==> src/rtl/ld_st_queue.sv <==
// In-order load/store queue: buffers DEPTH memory ops and serialises them onto a single-port memory handshake.
// Optional macro LSU_ALIGN_TRAP_EN: misaligned ops fault without touching memory.
module ld_st_queue #(
   parameter int DEPTH  = 4,
   parameter int ADDR_W = 64,
   parameter int TAG_W  = 8
) (
   input  logic              clk,
   input  logic              reset,
   input  logic              iss_valid,
   output logic              iss_ready,
   input  logic              iss_store,
   input  logic [1:0]        iss_size,
   input  logic              iss_signed,
   input  logic [ADDR_W-1:0] iss_addr,
   input  logic [63:0]       iss_wdata,
   input  logic [TAG_W-1:0]  iss_tag,
   input  logic              flush,
   output logic [ADDR_W-1:0] mem_address,
   output logic [1:0]        mem_datasize,
   output logic              mem_read,
   output logic              mem_write,
   output logic [63:0]       mem_writedata,
   input  logic [63:0]       mem_readdata,
   input  logic              mem_done,
   output logic              cmp_valid,
   input  logic              cmp_ready,
   output logic [TAG_W-1:0]  cmp_tag,
   output logic [63:0]       cmp_data,
   output logic              cmp_ovf,
   output logic              cmp_fault
);

   localparam int PW = $clog2(DEPTH);
   localparam int CW = PW + 1;

   typedef struct packed {
      logic              store;
      logic [1:0]        size;
      logic              sgn;
      logic [ADDR_W-1:0] addr;
      logic [63:0]       wdata;
      logic [TAG_W-1:0]  tag;
   } entry_t;

   typedef enum logic [1:0] {S_IDLE, S_MEM, S_RESP} state_t;

   function automatic logic [63:0] trunc64(input logic [63:0] w, input logic [1:0] sz);
      case (sz)
         2'd0:    return {56'd0, w[7:0]};
         2'd1:    return {48'd0, w[15:0]};
         2'd2:    return {32'd0, w[31:0]};
         default: return w;
      endcase
   endfunction

   function automatic logic [63:0] extend64(input logic [63:0] d, input logic [1:0] sz, input logic sgn);
      case (sz)
         2'd0:    return {{56{sgn & d[7]}},  d[7:0]};
         2'd1:    return {{48{sgn & d[15]}}, d[15:0]};
         2'd2:    return {{32{sgn & d[31]}}, d[31:0]};
         default: return d;
      endcase
   endfunction

   // Overflow when the discarded upper bits plus the new sign bit are not all equal.
   function automatic logic store_ovf(input logic [63:0] w, input logic [1:0] sz);
      case (sz)
         2'd0:    return !((&w[63:7])  || !(|w[63:7]));
         2'd1:    return !((&w[63:15]) || !(|w[63:15]));
         2'd2:    return !((&w[63:31]) || !(|w[63:31]));
         default: return 1'b0;
      endcase
   endfunction

   entry_t            q [DEPTH];
   logic [PW-1:0]     wr_ptr, rd_ptr;
   logic [CW-1:0]     count;
   state_t            state;
   entry_t            head;
   logic [ADDR_W-1:0] size_mask;
   logic              head_fault;
   logic              do_push, do_pop, start_ok;
   logic              drop_q;
   logic              cur_store, cur_sgn, cur_ovf;
   logic [1:0]        cur_size;
   logic [TAG_W-1:0]  cur_tag;

   assign head      = q[rd_ptr];
   assign size_mask = {ADDR_W{1'b1}} << head.size;
   assign iss_ready = !reset && (count < CW'(DEPTH));
   assign do_push   = iss_valid && iss_ready && !flush;
   assign start_ok  = (count != '0) && !flush;

`ifdef LSU_ALIGN_TRAP_EN
   logic fault_q;
   assign head_fault = |(head.addr & ~size_mask);
   assign cmp_fault  = fault_q;
`else
   assign head_fault = 1'b0;
   assign cmp_fault  = 1'b0;
`endif

   // The op on memory stays at the head until mem_done, so its slot is freed only then.
   assign do_pop = !flush &&
                   ((state == S_MEM && mem_done && !drop_q) ||
                    (state == S_IDLE && start_ok && head_fault));

   always_ff @(posedge clk) begin
      if (do_push)
         q[wr_ptr] <= '{store: iss_store, size: iss_size, sgn: iss_signed,
                        addr: iss_addr, wdata: iss_wdata, tag: iss_tag};
   end

   always_ff @(posedge clk or posedge reset) begin
      if (reset) begin
         wr_ptr <= '0;
         rd_ptr <= '0;
         count  <= '0;
      end else if (flush) begin
         rd_ptr <= wr_ptr;
         count  <= '0;
      end else begin
         if (do_push) wr_ptr <= wr_ptr + PW'(1);
         if (do_pop)  rd_ptr <= rd_ptr + PW'(1);
         count <= count + CW'(do_push) - CW'(do_pop);
      end
   end

   always_ff @(posedge clk or posedge reset) begin
      if (reset) begin
         state         <= S_IDLE;
         mem_address   <= '0;
         mem_datasize  <= '0;
         mem_read      <= 1'b0;
         mem_write     <= 1'b0;
         mem_writedata <= '0;
         cmp_valid     <= 1'b0;
         cmp_tag       <= '0;
         cmp_data      <= '0;
         cmp_ovf       <= 1'b0;
         drop_q        <= 1'b0;
         cur_store     <= 1'b0;
         cur_sgn       <= 1'b0;
         cur_ovf       <= 1'b0;
         cur_size      <= '0;
         cur_tag       <= '0;
`ifdef LSU_ALIGN_TRAP_EN
         fault_q       <= 1'b0;
`endif
      end else begin
         case (state)
            S_IDLE: begin
               if (start_ok && !head_fault) begin
                  mem_address   <= head.addr & size_mask;
                  mem_datasize  <= head.size;
                  mem_read      <= !head.store;
                  mem_write     <= head.store;
                  mem_writedata <= trunc64(head.wdata, head.size);
                  cur_store     <= head.store;
                  cur_sgn       <= head.sgn;
                  cur_ovf       <= head.sgn && store_ovf(head.wdata, head.size);
                  cur_size      <= head.size;
                  cur_tag       <= head.tag;
                  state         <= S_MEM;
               end
`ifdef LSU_ALIGN_TRAP_EN
               else if (start_ok) begin
                  cmp_valid <= 1'b1;
                  cmp_tag   <= head.tag;
                  cmp_data  <= '0;
                  cmp_ovf   <= 1'b0;
                  fault_q   <= 1'b1;
                  state     <= S_RESP;
               end
`endif
            end
            S_MEM: begin
               if (mem_done) begin
                  mem_read  <= 1'b0;
                  mem_write <= 1'b0;
                  drop_q    <= 1'b0;
                  if (drop_q || flush) begin
                     state <= S_IDLE;
                  end else begin
                     cmp_valid <= 1'b1;
                     cmp_tag   <= cur_tag;
                     cmp_data  <= cur_store ? 64'd0 : extend64(mem_readdata, cur_size, cur_sgn);
                     cmp_ovf   <= cur_store && cur_ovf;
`ifdef LSU_ALIGN_TRAP_EN
                     fault_q   <= 1'b0;
`endif
                     state     <= S_RESP;
                  end
               end else if (flush) begin
                  drop_q <= 1'b1;
               end
            end
            S_RESP: begin
               if (cmp_ready) begin
                  cmp_valid <= 1'b0;
                  if (start_ok && !head_fault) begin
                     mem_address   <= head.addr & size_mask;
                     mem_datasize  <= head.size;
                     mem_read      <= !head.store;
                     mem_write     <= head.store;
                     mem_writedata <= trunc64(head.wdata, head.size);
                     cur_store     <= head.store;
                     cur_sgn       <= head.sgn;
                     cur_ovf       <= head.sgn && store_ovf(head.wdata, head.size);
                     cur_size      <= head.size;
                     cur_tag       <= head.tag;
                     state         <= S_MEM;
                  end else begin
                     state <= S_IDLE;
                  end
               end
            end
            default: state <= S_IDLE;
         endcase
      end
   end

endmodule
==> config.mk <==
export PLATFORM = sky130hd
export DESIGN_NAME = ld_st_queue
export DESIGN_NICKNAME = d
export VERILOG_FILES = /design/src/rtl/ld_st_queue.sv
export SDC_FILE = /design/constraint.sdc
export NUM_CORES = 1
export LEC_CHECK = 0
export BUFFER_PORTS_ARGS = -buffer_cell sky130_fd_sc_hd__buf_2
export CAP_MARGIN = 10
export CORE_UTILIZATION = 59
export DETAILED_ROUTE_END_ITERATION = 6
export PLACE_DENSITY_LB_ADDON = 0.2
export RECOVER_POWER = 50
export SETUP_SLACK_MARGIN = 0.2
export SYNTH_ARGS = -nofsm -noshare
export SYNTH_HDL_FRONTEND = slang
export SYNTH_SLANG_ARGS = --single-unit
export TNS_END_PERCENT = 20
==> constraint.sdc <==
create_clock -name clk -period 16.8 [get_ports clk]
set_input_delay 2.52 -clock clk [delete_from_list [all_inputs] [get_ports clk]]
set_output_delay 2.52 -clock clk [all_outputs]
set_load 0.05 [all_outputs]
==> impl_metrics.ini, run 1 <==
[global_routing]
track_usage_pct = 25.54
antenna_found_initial = 24
grt.overflow.total = 0
grt_max_degree = 130
first_global_vias = 16141
grt_pass1_wl_um = 95520

[logic_synthesis]
syn_avg_cell_area_um2 = 18.47
syn_inst = 1602
ys_seq_area_share_pct = 76.04
synth_seq_cells = 787
synth_nets = 1819
syn_area_mm2 = 0.02958
ys_warn_count = 0
yosysUniqueCellTypes = 44

[clocking]
cts_buffers = 78
postCtsHoldBufs = 0
post_cts_resize_count = 0
cts.sinks = 787
cts_tree = done
cts.clk_slew.worst_paths_ns = 0.06
cts-root-buf = clkbuf_16
cts_max_level = 3
cts_max_path_buffers = 3
clk_latency_ns = 0.61
cts_setup_buffers = 0

[cells_and_area]
final_layout_size_suffix_gt1_share_pct = 29.21
fillers = 3135
seq_area_mm2 = 0.02250
nets = 2244
syn_to_final_growth_pct = 17.61
final_cells = 2770
final_common_cell = edfxtp_1
multi_input_area_mm2 = 0.006636
final_cell_mix = edfxtp_1, buf_2, dfrtp_1

[sta]
setup_violations = 0
period_share_pct = 52.95
hold_viol_final = 0
rsz0062_at_grt = false
worst_slack_ns = 7.904
setup_tns_ns = 0
fmax_ghz = 0.1124
worst_slew_pin_slew_ns = 5.616
period_needed_ns = 8.896
slew_violations = 547
fin_worst_skew_ns = 0.02545
timing.slew.headroom_pct = -276.5

[drt]
dr_total_vias = 16095
drt-initial-drc-count = 1145
drc_errors = 0
drt_wl_total_um = 64860
wl_per_cell_um = 23.41
via_per_inst = 5.810
dr.pass1.iters = 5
final_antenna_net_count = 0

[floorplan]
start_util_pct = 60.19
ios = 418
die-area_mm2 = 0.05104
design.core.area_mm2 = 0.04915
rows = 81
die_y_um = 225.9
die_x_um = 225.9

[setup_path]
startpoint = reset
cp-end-kind = async pin
r2r_cells = 6
setup.worst_path.class = in2async
crit_arrival_ns = 8.42
r2r-start = state[0]
crit_fanout = 126
critPathLaunchType = primary input
critPathRequiredTime_ns = 16.33

[min_path]
min_path_type = reg2reg
hp-start = mem_writedata[46]
holdPathStages = 2

[pwr]
total_leakage_power_nw = 13.00
power_density_mw_per_mm2 = 184.2
vdd_ir_drop_max_v = 0.0001472

[placement]
hpwl_um = 40070
port_buffers = 416
place_congestion = 0.7884
pre_cts_ws_ns = 11.19
dpl.cell_count = 2611

[flow_run]
cap_viol_max_count = 8

[status]
status = finished with violations
violations = capacitance limit, slew limit
cell usage after synthesis (all sizes together):
master / count / area [µm²]
o21ai: 104 / 520.5
buf: 26 / 181.4
xor2: 2 / 17.52
and4: 1 / 8.760
nor4: 15 / 106.4
and2: 5 / 31.28
a21oi: 22 / 110.1
mux2: 80 / 900.9
a22o: 8 / 70.07
nor2: 12 / 45.04
conb: 1 / 3.750
fa: 1 / 20.02
dfrtp: 227 / 5680
inv: 9 / 33.78
a21o: 9 / 67.56
nand4: 14 / 87.58
nand2b: 10 / 62.56
or3: 2 / 12.51
nand3b: 1 / 7.510
nor2b: 3 / 18.77
a31oi: 1 / 6.260
nor4b: 2 / 17.52
a211oi: 9 / 67.56
mux4: 140 / 3202
o31ai: 17 / 127.6
ha: 6 / 75.07
mux2i: 2 / 20.02
or4: 2 / 15.01
o31a: 1 / 8.760
nor3b: 2 / 15.01
o22a: 1 / 8.760
xnor2: 3 / 26.28
nand2: 196 / 735.7
clkbuf: 67 / 251.5
nor3: 3 / 15.01
edfxtp: 560 / 16820
nand3: 38 / 190.2
layout make-up:
type                       count  area share (%)
antenna                       14          0.1007
clock buffer                 108           6.199
clock inverter                37           1.575
inverter                       9          0.1007
multi-input combinational    713           19.07
sequential                   787           64.68
tap                          664           2.388
timing repair buffer         438           5.887
metal layers:
layer / vias up / part of all wire (%) / global-route usage [%]
met5: - / 0.22 / 0
met4: 20 / 3.0 / 10.36
met3: 138 / 7.4 / 7.286
met2: 569 / 51 / 42.13
met1: 8257 / 39 / 32.04
li1: 7111 / - / -
critical path: stages:
cell and delay (ns):
clkbuf_1 0.16, clkinvlp_2 3.10, clkbuf_1 2.45
through the flow:
stage	util (%)	hold slack (ns)	instance area, µm²	power [mW]
detailed placement	65.69	0.4545	32290	4.643
CTS	71.19	0.4677	34990	6.462
global route	70.76	0.4889	34780	6.660
floorplan	-	0.4348	29580	4.120
finish	70.79	0.4647	34790	6.410
global placement	65.69	0.4454	32290	4.600
worst paths after layout:
check | slack, ns | end
worst max register to register | 11.49 | cmp_data[15]
worst min-delay path | 0.46 | mem_writedata[46]
max in group clk | 9.70 | cmp_data[15]
worst min register to register | 0.46 | mem_writedata[46]
worst max-delay path | 7.90 | rd_ptr[0]
min in group asynchronous | 3.74 | count[0]
report_power, final:
part	switching, mW	total (mW)	internal, mW	leakage, nW
Sequential	0.189	2.58	2.39	7.97
Combinational	1.38	2.01	0.638	3.72
Clock	0.715	1.82	1.10	1.31
Total	2.28	6.41	4.13	13.0
sequential cells by signal, summed over array words and instances (netlist names), 2 cells and up:
name,count
cmp_data,64
cmp_tag,8
count,3
cur_tag,8
mem_address,64
mem_datasize,2
mem_writedata,64
q,560
rd_ptr,2
state,2
wr_ptr,2
kinds of logic after synthesis:
logic type	share of synthesized area (%)
flops	76.04
other cells	0.01268
compound gates	3.337
simple gates	4.627
fa+ha+maj	0.3214
xor+xnor	0.1480
mux	13.94
buf+inv	1.577
(Power assumes the default switching activity.)
==> inputs of run 2 (changes only) <==
CORE_UTILIZATION = 57   (was 59)
clock period = 8.7 ns   (was 16.8 ns; I/O delays follow)
==> impl_metrics.ini, run 2 (synthesized netlist as in run 1, its figures left out) <==
[status]
status = finished with violations
violations = capacitance limit, slew limit

[pwr]
p_total_mw = 12.25
total_leakage_power_nw = 12.84
vdd_ir_drop_max_v = 0.0002545
power_density_mw_per_mm2 = 353.5

[cells_and_area]
final_cells = 2777
final_cell_area_mm2 = 0.03465
nets = 2243
syn_to_final_growth_pct = 17.13
regMostFlops = q
largest_register_ffs = 560
final_cell_mix = edfxtp_1, dfrtp_1, buf_2
final_common_cell = edfxtp_1
final_layout_size_suffix_gt1_share_pct = 27.49

[global_routing]
use_met2_pct = 40.81
track_usage_pct = 24.76
grt.busiest_layer = met2
grt.overflow.total = 0
first_global_vias = 16370
antenna_found_initial = 18
grt_pass1_wl_um = 97920
use_met1_pct = 32.97
grt_max_degree = 140
grtUsageMet3_pct = 5.915

[sta]
worst_slew_pin_slew_ns = 3.520
fin_worst_skew_ns = 0.01158
setup_tns_ns = 0
timing.slew.headroom_pct = -134.7
period_needed_ns = 5.754
hold_viol_final = 0
rsz0062_at_grt = false
slew_violations = 441
fmax_ghz = 0.1738
period_share_pct = 66.14
setup_violations = 0

[drt]
drt-initial-drc-count = 1201
drt_wl_total_um = 64620
via_per_inst = 5.730
drc_errors = 0
dr_total_vias = 15913
final_antenna_net_count = 0
wl_per_cell_um = 23.27
dr.pass1.iters = 5

[clocking]
clk_latency_ns = 0.61
post_cts_resize_count = 0
cts_max_level = 3
cts-root-buf = clkbuf_16
postCtsHoldBufs = 0
cts.sinks = 787
cts_max_path_buffers = 3
cts_tree = done
cts_buffers = 78
cts.clk_slew.worst_paths_ns = 0.06
cts_setup_buffers = 0

[setup_path]
slowest_delay_ns = 2.32
r2r_cells = 8
crit_fanout = 51
cp_common_cell = a21oi_1
cp-end-kind = flop
r2r_end = cur_ovf
setup.worst_path.class = reg2reg
crit_arrival_ns = 6.23
cp_cell_sequence = clkbuf_1, mux4_2, nand4_1, or4_1, nor4_1, a21oi_1, o21ai_1, a21oi_1
r2r-start = rd_ptr[1]
critPathLaunchType = flop
cp_slowest_cell = clkbuf_1
rrSetupSlack_ns = 2.95
critPathRequiredTime_ns = 9.18

[floorplan]
die_x_um = 229.8
ios = 418
rows = 83
die-area_mm2 = 0.05282
design.core.area_mm2 = 0.05130
die_y_um = 229.8
start_util_pct = 57.67

[placement]
placed_area_mm2 = 0.03229
hpwl_um = 40110
port_buffers = 416
dpl.cell_count = 2625
place_congestion = 0.8482

[flow_run]
cap_viol_max_count = 8

[min_path]
hold_end = mem_writedata[53]
holdPathStages = 2
min_path_type = reg2reg
hp-start = mem_writedata[53]
run 2: cell types whose count changed in the layout (fill, tap and decap cells not counted), moves of 4 or more:
cell / change
and2_4: +4
bufinv_16: -4
buf_2: -37
and2_0: -4
clkbuf_1: +36
diode_2: -9
clkinv_1: +4
run 2: how the worst max path moves through the flow:
stage          slack [ns]      start          end  depth (start not counted)
3_5_place_dp         4.08      flush     q[2][82]                          4
4_1_cts              4.73      flush     q[2][82]                          4
5_1_grt              2.66  rd_ptr[1]      cur_ovf                          8
2_1_floorplan        1.18      reset  cmp_data[0]                          1
3_3_place_gp         4.17      flush     q[2][82]                          4
6_report             2.95  rd_ptr[1]      cur_ovf                          8
run 2: power by group:
part | internal [mW] | switching, mW | leakage, nW
sequential | 4.60 | 0.372 | 7.97
clock | 2.03 | 1.37 | 1.28
combinational | 1.24 | 2.63 | 3.59
total | 7.88 | 4.37 | 12.8
run 2: area by class of cell:
| class | instances | area, µm² |
|---|---|---|
| Sequential cell | 787 | 22500 |
| Antenna cell | 5 | 12.51 |
| Clock buffer | 108 | 2188 |
| Multi-Input combinational cell | 713 | 6651 |
| Clock inverter | 38 | 429.2 |
| Fill cell | 3513 | 16650 |
| Timing Repair Buffer | 437 | 1978 |
| Inverter | 9 | 41.29 |
| Tap cell | 680 | 850.8 |
run 2: per-layer routing:
metal | vias up | wire [µm]
li1 | 7112 | -
met1 | 8117 | 26100
met2 | 546 | 32700
met3 | 116 | 4369
met4 | 22 | 1301
met5 | - | 141
run 2: worst max-delay path: cells and delay by family (launching register included):
kind / cells / cell delay [ns]
buf+inv: 1 / 2.32
simple gates: 3 / 1.14
flops: 1 / 1.07
mux: 1 / 0.69
compound gates: 3 / 0.38
run 2: metrics by stage:
stage / setup WS, ns / hold WS [ns] / util, %
4_1_cts: 4.726 / 0.4649 / 68.05
2_1_floorplan: 1.175 / 0.4348 / -
5_1_grt: 2.660 / 0.4893 / 67.54
6_report: 2.946 / 0.4671 / 67.55
3_3_place_gp: 4.174 / 0.4461 / 62.94
3_5_place_dp: 4.085 / 0.4520 / 62.94
